[config.mk]
export PLATFORM = sky130hd
export DESIGN_NAME = mem_ctrl
export DESIGN_NICKNAME = d
export VERILOG_FILES = /design/src/rtl/mem_ctrl_pkg.sv /design/src/rtl/mem_ctrl_arb.sv /design/src/rtl/mem_ctrl.sv
export SDC_FILE = /design/constraint.sdc
export NUM_CORES = 1
export LEC_CHECK = 0
export CORE_MARGIN = 5
export CORE_UTILIZATION = 45
export CTS_CLUSTER_DIAMETER = 80
export DETAILED_ROUTE_END_ITERATION = 7
export GPL_TIMING_DRIVEN = 1
export HOLD_SLACK_MARGIN = 0.02
export PLACE_DENSITY_LB_ADDON = 0.15
export REMOVE_ABC_BUFFERS = 1
export SYNTH_ARGS = -nofsm -noshare
export SYNTH_HDL_FRONTEND = slang
export SYNTH_SLANG_ARGS = --single-unit
[constraint.sdc]
create_clock -name clk_in -period 8.1 [get_ports clk_in]
set_input_delay 1.62 -clock clk_in [delete_from_list [all_inputs] [get_ports clk_in]]
set_output_delay 1.62 -clock clk_in [all_outputs]
set_load 0.01 [all_outputs]
[src/rtl/mem_ctrl_pkg.sv]
// Shared types and constants for the byte-serial memory controller.
// Used by mem_ctrl and mem_ctrl_arb.
package mem_ctrl_pkg;

    typedef enum logic [1:0] {
        IDLE,
        IC_READ,
        MEM_READ,
        MEM_WRITE
    } state_e;

    localparam logic [2:0] LEN_B = 3'd1;
    localparam logic [2:0] LEN_H = 3'd2;
    localparam logic [2:0] LEN_W = 3'd4;

    // addr[17:16] value that marks the memory-mapped I/O region
    localparam logic [1:0] IO_REGION = 2'b11;

    function automatic logic [2:0] norm_len(input logic [2:0] len);
        case (len)
            LEN_B, LEN_H, LEN_W: return len;
            default:             return LEN_W;
        endcase
    endfunction

endpackage

[src/rtl/mem_ctrl_arb.sv]
// Request arbiter: grants only in an accepting IDLE cycle, MEM over IC.
// i_io_full blocks I/O-region stores (tied low unless MEM_CTRL_IO_GUARD_EN).
module mem_ctrl_arb
    import mem_ctrl_pkg::*;
(
    input  logic       i_idle,
    input  logic       i_ic_e,
    input  logic       i_mem_e,
    input  logic       i_mem_wr,
    input  logic [1:0] i_mem_region,
    input  logic       i_io_full,
    output logic       o_grant_mem,
    output logic       o_grant_ic
);

    logic w_io_blocked;
    logic w_mem_req;

    always_comb begin
        w_io_blocked = i_mem_wr && (i_mem_region == IO_REGION) && i_io_full;
        w_mem_req    = i_mem_e && !w_io_blocked;
        o_grant_mem  = i_idle && w_mem_req;
        // a blocked store does not starve the instruction port
        o_grant_ic   = i_idle && i_ic_e && !w_mem_req;
    end

endmodule

[src/rtl/mem_ctrl.sv]
// Byte-serial RAM controller serving an ICache port and a load/store port.
// Optional MEM_CTRL_IO_GUARD_EN adds io_buffer_full_in to hold off I/O stores.
module mem_ctrl
    import mem_ctrl_pkg::*;
(
    input  logic        clk_in,
    input  logic        rst_in,
    input  logic        rdy_in,
    input  logic        IC_E_in,
    input  logic [31:0] IC_addr_in,
    output logic        IC_instE_out,
    output logic [31:0] IC_inst_out,
    output logic        IC_busy_out,
    input  logic        MEM_E_in,
    input  logic        MEM_wr_in,
    input  logic [31:0] MEM_addr_in,
    input  logic [2:0]  MEM_len_in,
    input  logic [31:0] MEM_data_in,
    output logic        MEM_dataE_out,
    output logic [31:0] MEM_data_out,
    output logic        MEM_busy_out,
    input  logic [7:0]  ram_din_in,
    output logic [7:0]  ram_dout_out,
    output logic [31:0] ram_a_out,
    output logic        ram_wr_out
`ifdef MEM_CTRL_IO_GUARD_EN
    ,
    input  logic        io_buffer_full_in
`endif
);

    state_e      r_state;
    logic [31:0] r_addr;
    logic [2:0]  r_len;
    logic [31:0] r_data;
    logic [2:0]  r_pos;
    logic [2:0]  r_cnt;
    logic        r_pend;
    logic [31:0] r_buf;
    logic [31:0] r_ram_a;
    logic [7:0]  r_ram_dout;
    logic        r_ram_wr;
    logic        r_ic_done;
    logic [31:0] r_ic_inst;
    logic        r_ic_busy;
    logic        r_mem_done;
    logic [31:0] r_mem_data;
    logic        r_mem_busy;

    logic        w_idle;
    logic        w_io_full;
    logic        w_grant_mem;
    logic        w_grant_ic;
    logic [2:0]  w_next_pos;
    logic [2:0]  w_cnt_next;
    logic [7:0]  w_next_byte;
    logic [31:0] w_buf_cap;

`ifdef MEM_CTRL_IO_GUARD_EN
    assign w_io_full = io_buffer_full_in;
`else
    assign w_io_full = 1'b0;
`endif

    // the done cycle is already IDLE but must not accept a new request
    assign w_idle = (r_state == IDLE) && !r_ic_done && !r_mem_done && rdy_in;

    mem_ctrl_arb u_arb (
        .i_idle       (w_idle),
        .i_ic_e       (IC_E_in),
        .i_mem_e      (MEM_E_in),
        .i_mem_wr     (MEM_wr_in),
        .i_mem_region (MEM_addr_in[17:16]),
        .i_io_full    (w_io_full),
        .o_grant_mem  (w_grant_mem),
        .o_grant_ic   (w_grant_ic)
    );

    always_comb begin
        w_next_pos  = r_pos + 3'd1;
        w_cnt_next  = r_cnt + 3'd1;
        w_next_byte = r_data[{w_next_pos[1:0], 3'b000} +: 8];
        w_buf_cap   = r_buf;
        w_buf_cap[{r_cnt[1:0], 3'b000} +: 8] = ram_din_in;
    end

    always_ff @(posedge clk_in or posedge rst_in) begin
        if (rst_in) begin
            r_state    <= IDLE;
            r_addr     <= '0;
            r_len      <= '0;
            r_data     <= '0;
            r_pos      <= '0;
            r_cnt      <= '0;
            r_pend     <= 1'b0;
            r_buf      <= '0;
            r_ram_a    <= '0;
            r_ram_dout <= '0;
            r_ram_wr   <= 1'b0;
            r_ic_done  <= 1'b0;
            r_ic_inst  <= '0;
            r_ic_busy  <= 1'b0;
            r_mem_done <= 1'b0;
            r_mem_data <= '0;
            r_mem_busy <= 1'b0;
        end else begin
            r_ic_done  <= 1'b0;
            r_mem_done <= 1'b0;
            if (r_ic_done)  r_ic_busy  <= 1'b0;
            if (r_mem_done) r_mem_busy <= 1'b0;
            case (r_state)
                IDLE: begin
                    r_pos  <= '0;
                    r_cnt  <= '0;
                    r_pend <= 1'b0;
                    r_buf  <= '0;
                    if (w_grant_mem) begin
                        r_addr     <= MEM_addr_in;
                        r_len      <= norm_len(MEM_len_in);
                        r_data     <= MEM_data_in;
                        r_ram_a    <= MEM_addr_in;
                        r_mem_busy <= 1'b1;
                        if (MEM_wr_in) begin
                            r_state    <= MEM_WRITE;
                            r_ram_wr   <= 1'b1;
                            r_ram_dout <= MEM_data_in[7:0];
                        end else begin
                            r_state <= MEM_READ;
                        end
                    end else if (w_grant_ic) begin
                        r_addr    <= IC_addr_in;
                        r_len     <= LEN_W;
                        r_ram_a   <= IC_addr_in;
                        r_ic_busy <= 1'b1;
                        r_state   <= IC_READ;
                    end
                end
                IC_READ, MEM_READ: begin
                    if (rdy_in) begin
                        if (r_pend) begin
                            r_buf <= w_buf_cap;
                            r_cnt <= w_cnt_next;
                        end
                        if (r_pend && (w_cnt_next == r_len)) begin
                            r_state <= IDLE;
                            r_pend  <= 1'b0;
                            r_ram_a <= '0;
                            if (r_state == IC_READ) begin
                                r_ic_done <= 1'b1;
                                r_ic_inst <= w_buf_cap;
                            end else begin
                                r_mem_done <= 1'b1;
                                r_mem_data <= w_buf_cap;
                            end
                        end else if (r_pos < r_len) begin
                            r_pend  <= 1'b1;
                            r_pos   <= w_next_pos;
                            r_ram_a <= r_addr + {29'd0, w_next_pos};
                        end else begin
                            r_pend <= 1'b0;
                        end
                    end else if (r_pend) begin
                        // the outstanding byte is lost while frozen: rewind to it
                        r_pend  <= 1'b0;
                        r_pos   <= r_cnt;
                        r_ram_a <= r_addr + {29'd0, r_cnt};
                    end
                end
                MEM_WRITE: begin
                    if (rdy_in) begin
                        if (w_next_pos == r_len) begin
                            r_state    <= IDLE;
                            r_ram_wr   <= 1'b0;
                            r_ram_a    <= '0;
                            r_ram_dout <= '0;
                            r_mem_done <= 1'b1;
                        end else begin
                            r_pos      <= w_next_pos;
                            r_ram_a    <= r_addr + {29'd0, w_next_pos};
                            r_ram_dout <= w_next_byte;
                        end
                    end
                end
                default: r_state <= IDLE;
            endcase
        end
    end

    assign IC_instE_out  = r_ic_done;
    assign IC_inst_out   = r_ic_inst;
    assign IC_busy_out   = r_ic_busy;
    assign MEM_dataE_out = r_mem_done;
    assign MEM_data_out  = r_mem_data;
    assign MEM_busy_out  = r_mem_busy;
    assign ram_dout_out  = r_ram_dout;
    assign ram_a_out     = r_ram_a;
    assign ram_wr_out    = r_ram_wr && rdy_in;

endmodule

After elaboration in Yosys (flattened, before gate mapping)
Cells that the tools add are included.
{"block": "totals", "inputBits": 113, "reg_bits": 217, "wordCells": 140, "output_inout_bits": 109}
{"block": "classes", "addsub": 5, "n_bitwise": 1, "muxes": 65, "order_cmp": 1, "n_reduce_logical": 27, "n_eq_ne": 21, "shifts": 3}
{"operator": "2-to-1 mux 32 bit", "n": 10}
{"operator": "one-hot mux 32 bit (3 select lines)", "n": 1}
{"operator": "adder 32 x 3 -> 32 bit", "n": 2}
{"operator": "one-hot mux 32 bit (2 select lines)", "n": 1}
{"operator": "2-to-1 mux 3 bit", "n": 11}
{"operator": "bitwise mux 32 bit", "n": 1}
{"operator": "2-to-1 mux 8 bit", "n": 4}
{"operator": "variable shift 8 x 7 -> 32 bit, first input constant", "n": 1}
{"operator": "variable part select 32 x 6 -> 8 bit", "n": 1}
{"operator": "variable part select 8 x 7 -> 32 bit", "n": 1}
{"operator": "2-to-1 mux 1 bit", "n": 24}
{"operator": "one-hot mux 8 bit (2 select lines)", "n": 1}
{"operator": "AND reduction 4 bit", "n": 4}
{"operator": "AND reduction 5 bit", "n": 3}
{"operator": "inequality test 2 bit, second input constant", "n": 7}
{"operator": "2-to-1 mux 2 bit", "n": 6}
{"operator": "inequality test 3 bit, second input constant", "n": 3}
{"operator": "one-hot mux 3 bit (3 select lines)", "n": 1}
{"operator": "logical AND 1 bit", "n": 8}
{"operator": "negator 5 -> 7 bit", "n": 1}
{"operator": "adder 3 x 1 -> 3 bit, second input constant", "n": 2}
{"operator": "equality test 3 bit", "n": 2}
{"operator": "one-hot mux 1 bit (2 select lines)", "n": 3}
{"operator": "one-hot mux 2 bit (3 select lines)", "n": 1}
{"operator": "other kinds (18)", "n": 24}

Depth between registers and ports, before layout
Gate-level depths: netlist (run 1).
{"block": "logic_depth", "word_depth": 9, "depth_mapped": 12, "depth_no_buf": 10}

Cells and area by module
From an unflattened synthesis (run 1), not the netlist that was laid out.
{"block": "unflattened", "hier_cells": 1120, "area_unflattened_um2": 11203.2}
{"module": "mem_ctrl", "cells_each": 1116, "area_each_um2": 11182.0, "seq_area_each_um2": 5430.2, "n_inst": 1}
{"module": "mem_ctrl_arb", "cells_each": 4, "area_each_um2": 21.3, "seq_area_each_um2": 0.0, "n_inst": 1}

Worst setup path before layout (run 1)
No wires, ideal clock.
{"block": "synth_timing", "kind": "input-to-output", "start": "input rdy_in", "end": "output ram_wr_out", "cell_stages": 2, "slack_ps": 4451, "path_buffers": 1, "required_time_ps": 6480, "t_arrival_ps": 2029, "cell_sequence": "clkbuf_1 > and2_1"}
{"block": "synth_between", "elab_chain_len": 1}
{"item": "from (decl)", "line": "mem_ctrl.sv:8", "text": "input logic rdy_in,"}
{"item": "logical AND 1 bit", "line": "mem_ctrl.sv:197", "text": "assign ram_wr_out = r_ram_wr && rdy_in;"}
{"item": "to (decl)", "line": "mem_ctrl.sv:25", "text": "output logic ram_wr_out"}
No other way between the ends.

Worst setup path after layout (run 1)
Ends and elaborated chain as after synthesis.

==> reports/results.txt, run 1 <==
Most used cell, CP = clkdlybuf4s50_1
Number of I/O port buffers = 221
Core Area = 0.0250 sq mm
EDFF count, synth = 0
Critical Path, Cell by Cell = clkdlybuf4s50_1 -> and2_1 -> clkdlybuf4s50_1
DR iter-0 viols = 809
Worst setup SP type = primary input
Layout cells sized above 1 = 5.67%
Status = finished clean
Slew Viols, Final = 0
Routed len/inst = 18.4 um
Die Footprint = 0.0286 sq mm
Final Cycle Share = 57.7%
Die W = 169 um
Final core utilization = 58.0%
Peak supply drop = 171 uV
CP peak stage delay = 0.71 ns
Slowest stage cell, crit path = clkdlybuf4s50_1
Capturing element type of the critical path = output port
Worst-margin pin slew = 1.35 ns
Clock latency on the worst-skew pair = 0.51 ns
GR peak layer = met2
CTS tree = built
Syn_area_per_cell = 9.20 sq um
Critical path fanouts, max = 13
M3 GR Usage = 2.98%
Drt first pass iters = 5
Clk_skew = 0.0159 ns
Setup slack after layout = 3.43 ns
HP Class = reg2reg
Mapped Cells = 1240
Vias/cell = 5.58
Routability cong. = 0.897
H-tree level count = 1
Dominant synthesized flop cell = dfrtp_1
Vias in the first global route = 9748
Final net count = 1550
WS Path Type = in2out
Max-cap violations = 0
Register bit total from synthesis = 217
Hold-fix buffers at CTS = 0
Met1 usage = 30.3%
Reg-to-reg slack, setup = 4.23 ns
# placed instances = 1716
Pwr per Cell Area = 325 mW/mm^2
Post-synth cell types = 83
Post-Syn Area = 0.0114 sq mm
Hold WS = 0.470 ns
GRT overflow = 0
Headroom to the max-slew limit = 9.88%
Final-report setup violation count = 0
CTS sink cnt = 217
Post-route setup TNS = 0 ns
Initial Utilization = 45.6%
Initial antenna violation count = 0
# rows = 58
Cts bufs inserted = 25
Worst EP required = 6.48 ns
Area growth from synthesis to layout = 27.3%
Part of the Yosys area used for sequential elements = 47.6%
RSZ-0062 raised after global routing = false
Ant diodes = 0
Met2 Use GR = 37.0%
Gr usage total = 22.2%
Crit path DAT = 3.05 ns
Pre-CTS WS = 2.96 ns
Post-DP HPWL = 22200 um
Via count = 9808
Post-synth ARST share = 100%
Static Leak = 6.37 nW
Fin crit period = 4.67 ns
Global-route wire length before repair = 52200 um
Post-CTS Resized = 0
Largest net degree at the start of global routing = 139
Layout Cells excl Fill = 1759
Clk slew on worst S/H paths = 0.06 ns
Num ports = 222
Longest Clk Path Bufs = 3
FMAX = 0.214 GHz
Postcts setup bufs = 0
Die Height = 169 um
ANT nets after route = 0
Drt total wl = 32300 um
Syn. warnings = 0
Residual DRC = 0
Final Hold Fails = 0
CTS Root Cell = clkbuf_16
final timing paths:
path	startpoint	endpoint	cells after the start
min reg2reg	r_data[1]	r_data[1]	2
min in group asynchronous	rst_in	r_data[16]	2
max reg2reg	r_pos[0]	ram_a_out[20]	9
max	rdy_in	ram_wr_out	3
max in group asynchronous	rst_in	IC_inst_out[8]	3
min	r_data[1]	r_data[1]	2
through the flow:
stage	instance area [sq um]	power, mW
4_1_cts	14500	4.75
5_1_grt	14500	5.05
6_report	14500	4.72
3_5_place_dp	13800	3.68
3_3_place_gp	13800	3.63
2_1_floorplan	11100	2.86
cell usage in the layout (no fill, tap or decap), types with 16 or more instances in the layout:
cell,netlist,layout
dfrtp_1,217,217
nand2_1,233,231
clkbuf_16,0,25
xor2_1,22,22
nor2_1,107,107
clkdlybuf4s50_1,0,221
inv_1,22,21
a21oi_1,117,117
nor2b_1,38,38
a22o_1,33,33
o21ai_0,85,85
ha_1,22,22
mux2i_1,38,38
nand3_1,20,20
nor3_1,16,16
report_power, final:
part           leakage, nW  internal (mW)  switching (mW)  total, mW
sequential            2.79           1.41           0.324       1.73
combinational         3.21          0.845            1.09       1.94
clock                0.376          0.623           0.430       1.05
total                 6.37           2.88            1.85       4.72
kinds of logic (layout without fill, tap and decap cells):
logic type	after synthesis	count (layout)	synth area share, %
adder cells (fa/ha/maj)	24	24	2.76
buffers and inverters	105	294	3.85
multiplexers	51	51	5.41
flip-flops	217	217	47.6
AND/OR/NAND/NOR	485	485	19.5
XOR/XNOR	32	32	2.71
AO/OA/AOI/OAI	326	326	18.1
layout make-up:
cell class | count | area [sq um]
inverter | 22 | 90.1
tap | 330 | 413
clock inverter | 3 | 21.3
clock buffer | 40 | 742
timing repair buffer | 229 | 2270
multi-input combinational | 918 | 5550
fill | 2260 | 10500
sequential | 217 | 5430
cell usage after synthesis, drive strengths merged, types with 3 or more instances:
cell type / number / area share (%)
mux2: 5 / 0.49
a31oi: 13 / 0.71
xnor2: 8 / 0.61
nand3: 20 / 0.88
nor2b: 38 / 2.1
a21oi: 119 / 5.4
o211ai: 6 / 0.39
nor4: 10 / 0.68
dfrtp: 217 / 48
or2: 3 / 0.16
o22ai: 13 / 0.71
mux4: 8 / 1.6
a21o: 5 / 0.39
nand2: 233 / 7.7
and3: 15 / 0.82
a21boi: 4 / 0.36
o221a: 4 / 0.39
nor3: 18 / 0.88
a211oi: 4 / 0.31
inv: 22 / 0.72
clkbuf: 48 / 1.6
o21ai: 88 / 3.9
or3: 7 / 0.43
mux2i: 38 / 3.3
a22o: 33 / 2.5
a221oi: 12 / 0.98
xor2: 22 / 1.7
and2: 7 / 0.38
and4: 4 / 0.31
ha: 22 / 2.4
nor2: 108 / 3.6
buf: 35 / 1.5
a22oi: 3 / 0.24
nand4: 11 / 0.73
per-layer routing:
layer	wire (um)	share of wire, %	vias to the layer above
met5	0	0	-
li1	-	-	4698
met4	990	3.1	0
met2	15200	47	336
met3	2090	6.5	64
met1	14100	44	4710
sequential cells by signal, summed over array words and instances (netlist names), 2 cells and up:
name          count
r_addr           32
r_cnt             3
ram_a_out        32
MEM_data_out     32
r_state           2
r_pos             3
IC_inst_out      32
r_buf            32
ram_dout_out      8
r_len             3
r_data           32
worst max-delay path: cells and delay by family:
kind / cells / cell delay, ns
simple gates: 1 / 0.18
buf+inv: 2 / 1.25
Power figures use the tool's default switching activity.
==> run 2, diff against run 1 <==
Clock period 8.1 ns to 4.65 ns, I/O delays scaled along.
==> reports/results.txt, run 2 (synthesis results as in run 1) <==
Status = finished clean
Core Area = 0.0250 sq mm (unchanged)
CP peak stage delay = 0.84 ns (+0.13 ns)
CTS tree = built
Top delay family on crit path = adder cells
RSZ-0062 raised after global routing = false
Final core utilization = 58.5% (+0.48 points)
Post-route setup TNS = 0 ns (unchanged)
Die Footprint = 0.0286 sq mm (unchanged)
WS Path Type = reg2reg
Critical Path, Cell by Cell = ha_1 -> inv_1 -> fa_1 -> nor2b_1 -> o2111ai_1 -> nor3_1 -> xor2_1 -> a221oi_1 -> o21ai_0
Pwr per Cell Area = 569 mW/mm^2 (+75%)
Final net count = 1561 (+0.71%)
FF/Latch Area = 0.00543 sq mm (unchanged)
# placed instances = 1728 (+0.70%)
Post-DP HPWL = 23600 um (+6.3%)
Setup slack after layout = 0.950 ns (-2.48 ns)
Drt total wl = 32900 um (+1.7%)
Worst path bufs/invs = 1 (-1)
Number of I/O port buffers = 221 (unchanged)
Peak supply drop = 269 uV (+57%)
H-tree level count = 1 (unchanged)
Die W = 169 um (unchanged)
Layout cells sized above 1 = 6.67% (+1.0 points)
Headroom to the max-slew limit = 30.6% (+21 points)
HP Class = reg2reg
Initial antenna violation count = 0 (unchanged)
Max-cap violations = 0 (unchanged)
Initial Utilization = 45.6% (unchanged)
ANT nets after route = 0 (unchanged)
Fin crit period = 3.70 ns
Sw frac = 39.1% (about the same)
Hold-fix buffers at CTS = 0 (unchanged)
Most common cell after layout, fill and taps aside = nand2_1
Clk_skew = 0.00985 ns (-0.00602 ns)
CTS sink cnt = 217 (unchanged)
Capturing element type of the critical path = flop
Postcts setup bufs = 0 (unchanged)
Cts bufs inserted = 24 (-4.0%)
Gr usage total = 22.3% (+0.19 points)
Reg power frac = 36.5% (about the same)
Clk slew on worst S/H paths = 0.06 ns (about the same)
GRT overflow = 0 (unchanged)
Clock Power Share = 22.4% (about the same)
Residual DRC = 0 (unchanged)
Static Leak = 6.44 nW (+1.1%)
Final Hold Fails = 0 (unchanged)
Switching power = 3.26 mW (+76%)
Routed len/inst = 18.6 um (+1.1%)
Pre-CTS WS = 0.741 ns (-2.21 ns)
Comb pwr share = 41.1% (about the same)
# rows = 58 (unchanged)
Longest Clk Path Bufs = 3 (unchanged)
Die Height = 169 um (unchanged)
DR iter-0 viols = 717 (-11%)
Fillers = 2226 (-1.5%)
Global-route wire length before repair = 52300 um (+0.19%)
Worst EP required = 5.03 ns (-1.45 ns)
Via count = 9964 (+1.6%)
Pint = 5.08 mW (+77%)
Worst setup SP type = flop
Clock latency on the worst-skew pair = 0.51 ns (about the same)
Final Cycle Share = 79.6%
Worst-margin pin slew = 1.04 ns (-0.311 ns)
Crit path DAT = 4.08 ns (+1.03 ns)
Largest net degree at the start of global routing = 91 (-35%)
Routability cong. = 0.896 (-0.13%)
Commonest non-fill, non-tap cells in the layout = nand2_1, clkdlybuf4s50_1, dfrtp_1
Drt first pass iters = 5 (unchanged)
Layout Cells excl Fill = 1770 (+0.63%)
Slew Viols, Final = 0 (unchanged)
Post-CTS Resized = 0 (unchanged)
Final-report setup violation count = 0 (unchanged)
FMAX = 0.270 GHz
Num ports = 222 (unchanged)
CTS Root Cell = clkbuf_16
Critical path fanouts, max = 13 (unchanged)
Slowest stage cell, crit path = ha_1
Vias in the first global route = 9869 (+1.2%)
Area taken by multi-input logic gates = 0.00555 sq mm (unchanged)
Vias/cell = 5.63 (+0.96%)
Area growth from synthesis to layout = 28.4%
Ant diodes = 0 (unchanged)
[run 2: tightest hold or removal path, delay by kind of cell (launching register included)]
family / cells / cell delay, ns
DFF: 1 / 0.34
and+or+nand+nor: 2 / 0.10
[run 2: power by group through the flow]
stage | sequential, mW | clock [mW] | combinational (mW)
2_1_floorplan | 2.96 | 0 | 2.02
3_3_place_gp | 3.04 | 0 | 3.34
3_5_place_dp | 3.04 | 0 | 3.42
4_1_cts | 3.03 | 1.91 | 3.44
5_1_grt | 3.11 | 1.99 | 3.77
6_report | 3.04 | 1.87 | 3.43
[run 2: layout make-up]
type	count	area share, %
clock buffers	35	4.87
flip-flops and latches	217	37.1
multi-input cells	918	37.9
clock inverters	7	0.470
repair buffers	241	16.2
well taps	330	2.82
inverters	22	0.615
[run 2: path summary, 6_finish.rpt]
| check | to | start | slack (ns) | depth (start not counted) |
|---|---|---|---|---|
| worst max-delay path | ram_a_out[20] | r_pos[0] | 0.95 | 9 |
| worst min-delay path | r_data[7] | r_data[7] | 0.47 | 2 |
| worst max register to register | ram_a_out[20] | r_pos[0] | 0.95 | 9 |
| worst min register to register | r_data[7] | r_data[7] | 0.47 | 2 |
| max in group asynchronous | r_addr[15] | rst_in | 2.82 | 3 |
| min in group asynchronous | IC_inst_out[17] | rst_in | 0.93 | 2 |
[run 2: per-layer routing]
metal | track usage [%] | vias to the layer above | wire length (um)
met5 | 0 | - | 0
met3 | 3.21 | 70 | 1920
li1 | - | 4732 | -
met1 | 30.7 | 4833 | 14600
met2 | 36.4 | 329 | 15300
met4 | 8.09 | 0 | 1120
[run 2: stage by stage]
step	hold slack [ns]	power, mW	cell area (sq um)
4_1_cts	0.475	8.37	14600
3_3_place_gp	0.453	6.39	13900
3_5_place_dp	0.461	6.47	13900
5_1_grt	0.497	8.87	14600
2_1_floorplan	0.440	4.98	11100
6_report	0.474	8.34	14600
==> run 3, diff against run 2 <==
Clock period 4.65 ns to 3.75 ns, I/O delays scaled along.
==> reports/results.txt, run 3 (synthesis results as in run 1) <==
Status = finished clean
Vias/cell = 5.56 (-1.2%)
Clock Power Share = 24.1% (+1.7 points)
Hold-fix buffers at CTS = 0 (unchanged)
Initial Utilization = 45.6% (unchanged)
Comb pwr share = 40.7% (-0.4 points)
Placed Instance Area = 0.0140 sq mm (+0.67%)
Gr usage total = 22.7% (+0.39 points)
Final Cycle Share = 85.6% (+6.0 points)
Hold Path Stages = 2 (unchanged)
Largest net degree at the start of global routing = 75 (-18%)
Hold path endpoint = r_data[22]
Sw frac = 38.5% (-0.64 points)
Critical Path, Cell by Cell = ha_1 -> xor2_1 -> ha_1 -> nor2b_1 -> o2111ai_1 -> nor3_1 -> xor2_1 -> a221oi_1 -> o21ai_0
Capturing point of the worst reg2reg path = ram_a_out[20]
Peak supply drop = 368 uV (+37%)
CTS tree = built
Via count = 9901 (-0.63%)
Critical path fanouts, max = 7 (-6)
Residual DRC = 0 (unchanged)
Clock latency on the worst-skew pair = 0.52 ns (about the same)
Core Area = 0.0250 sq mm (unchanged)
Fin crit period = 3.21 ns (-0.492 ns)
Capturing element type of the critical path = flop
Drt first pass iters = 5 (unchanged)
Area taken by multi-input logic gates = 0.00555 sq mm (unchanged)
HP Class = reg2reg
Fin area = 0.0148 sq mm (+1.2%)
Fillers = 2251 (+1.1%)
Worst-margin pin slew = 0.953 ns (-0.0841 ns)
Routed len/inst = 18.7 um (+0.38%)
Hold WS = 0.469 ns (-0.00425 ns)
Die W = 169 um (unchanged)
Most common cell after layout, fill and taps aside = nand2_1
Crit path DAT = 3.60 ns (-0.48 ns)
Longest Clk Path Bufs = 3 (unchanged)
Worst reg-to-reg path cell count = 9 (unchanged)
DR iter-0 viols = 742 (+3.5%)
Vias in the first global route = 9811 (-0.59%)
Final-report setup violation count = 0 (unchanged)
GRT overflow = 0 (unchanged)
FMAX = 0.312 GHz (+15%)
Headroom to the max-slew limit = 36.0% (+5.4 points)
Reg-to-reg slack, setup = 0.54 ns (-0.41 ns)
Hold Path Origin = r_data[22]
Switching power = 4.08 mW (+25%)
Post-route setup TNS = 0 ns (unchanged)
Routability cong. = 0.900 (+0.40%)
CTS sink cnt = 217 (unchanged)
H-tree level count = 1 (unchanged)
Slowest stage cell, crit path = o2111ai_1
Initial antenna violation count = 0 (unchanged)
WS Path Type = reg2reg
Clk slew on worst S/H paths = 0.06 ns (about the same)
Layout Cells excl Fill = 1780 (+0.56%)
Die Height = 169 um (unchanged)
Worst EP required = 4.14 ns (-0.89 ns)
Clk_skew = 0.0120 ns (+0.00220 ns)
Ant diodes = 0 (unchanged)
RSZ-0062 raised after global routing = false
Worst setup SP type = flop
Reg power frac = 35.2% (-1.3 points)
Area growth from synthesis to layout = 29.9%
Postcts setup bufs = 0 (unchanged)
Max-cap violations = 0 (unchanged)
Static Leak = 6.55 nW (+1.6%)
Number of I/O port buffers = 221 (unchanged)
Num ports = 222 (unchanged)
R2r startpoint = r_pos[0]
Slew Viols, Final = 0 (unchanged)
Pint = 6.52 mW (+28%)
Die Footprint = 0.0286 sq mm (unchanged)
Post-DP HPWL = 23600 um (about the same)
Pwr per Cell Area = 715 mW/mm^2 (+26%)
# placed instances = 1737 (+0.52%)
Global-route wire length before repair = 53000 um (+1.3%)
CP peak stage delay = 0.69 ns (-0.15 ns)
FF/Latch Area = 0.00543 sq mm (unchanged)
Drt total wl = 33200 um (+0.94%)
Final Hold Fails = 0 (unchanged)
ANT nets after route = 0 (unchanged)
Final net count = 1570 (+0.58%)
Total Power = 10.6 mW (+27%)
Post-CTS Resized = 0 (unchanged)
# rows = 58 (unchanged)
Commonest non-fill, non-tap cells in the layout = nand2_1, clkdlybuf4s50_1, dfrtp_1
Layout cells sized above 1 = 7.52% (+0.85 points)
CTS Root Cell = clkbuf_16
Cts bufs inserted = 24 (unchanged)
==> run 3: cell count changes in the layout (fill, tap and decap cells not counted), moves of 2 or more <==
| cell | change |
|---|---|
| buf_4 | +7 |
| bufinv_16 | +3 |
| clkbuf_1 | -3 |
| buf_12 | +2 |
| clkbuf_8 | +2 |
| clkinv_2 | +2 |
| clkinvlp_4 | -2 |
==> run 3: power groups by stage <==
stage / Combinational (mW) / Sequential, mW / Clock (mW)
floorplan: 2.50 / 3.67 / 0
global placement: 4.23 / 3.75 / 0
detailed placement: 4.31 / 3.75 / 0
CTS: 4.33 / 3.72 / 2.60
global route: 4.74 / 3.82 / 2.70
finish: 4.31 / 3.73 / 2.56
==> run 3: through the flow <==
step	util (%)	worst slack [ns]
after floorplan	-	-2.94
after global placement	55.7	0.551
after detailed placement	55.7	0.536
after CTS	59.2	0.586
after global routing	59.2	0.354
final	59.2	0.541
==> run 3: worst max path at each step <==
stage | startpoint | cells after the start | slack (ns) | endpoint
after global placement | rdy_in | 7 | 0.55 | ram_a_out[24]
after floorplan | rst_in | 1 | -2.94 | IC_busy_out
after detailed placement | rdy_in | 7 | 0.54 | ram_a_out[12]
final | r_pos[0] | 9 | 0.54 | ram_a_out[20]
after CTS | r_pos[0] | 9 | 0.59 | ram_a_out[20]
after global routing | r_pos[0] | 8 | 0.35 | ram_a_out[24]
==> run 3: final cells by class <==
type | instances | share of cell area (%)
timing repair buffer | 250 | 16.7
tap | 330 | 2.79
clock inverter | 10 | 1.09
clock buffer | 33 | 4.75
sequential | 217 | 36.6
inverter | 22 | 0.608
multi-input combinational | 918 | 37.5
==> run 3: metal layers <==
metal / wire length, um / vias to the layer above / global-route usage [%]
met3: 1770 / 72 / 3.05
met1: 14800 / 4765 / 31.8
met4: 1120 / 0 / 7.07
met5: 0 / - / 0
met2: 15600 / 327 / 37.1
li1: - / 4737 / -
==> run 3: worst max-delay path: cells and delay by family, from the launching register on <==
family                     cells  cell delay (ns)
xor gates and xnor gates       2             0.53
adders and majority gates      2             0.60
and+or+nand+nor                2             0.36
AOI/OAI and AO/OA              3             1.17
DFF                            1             0.41
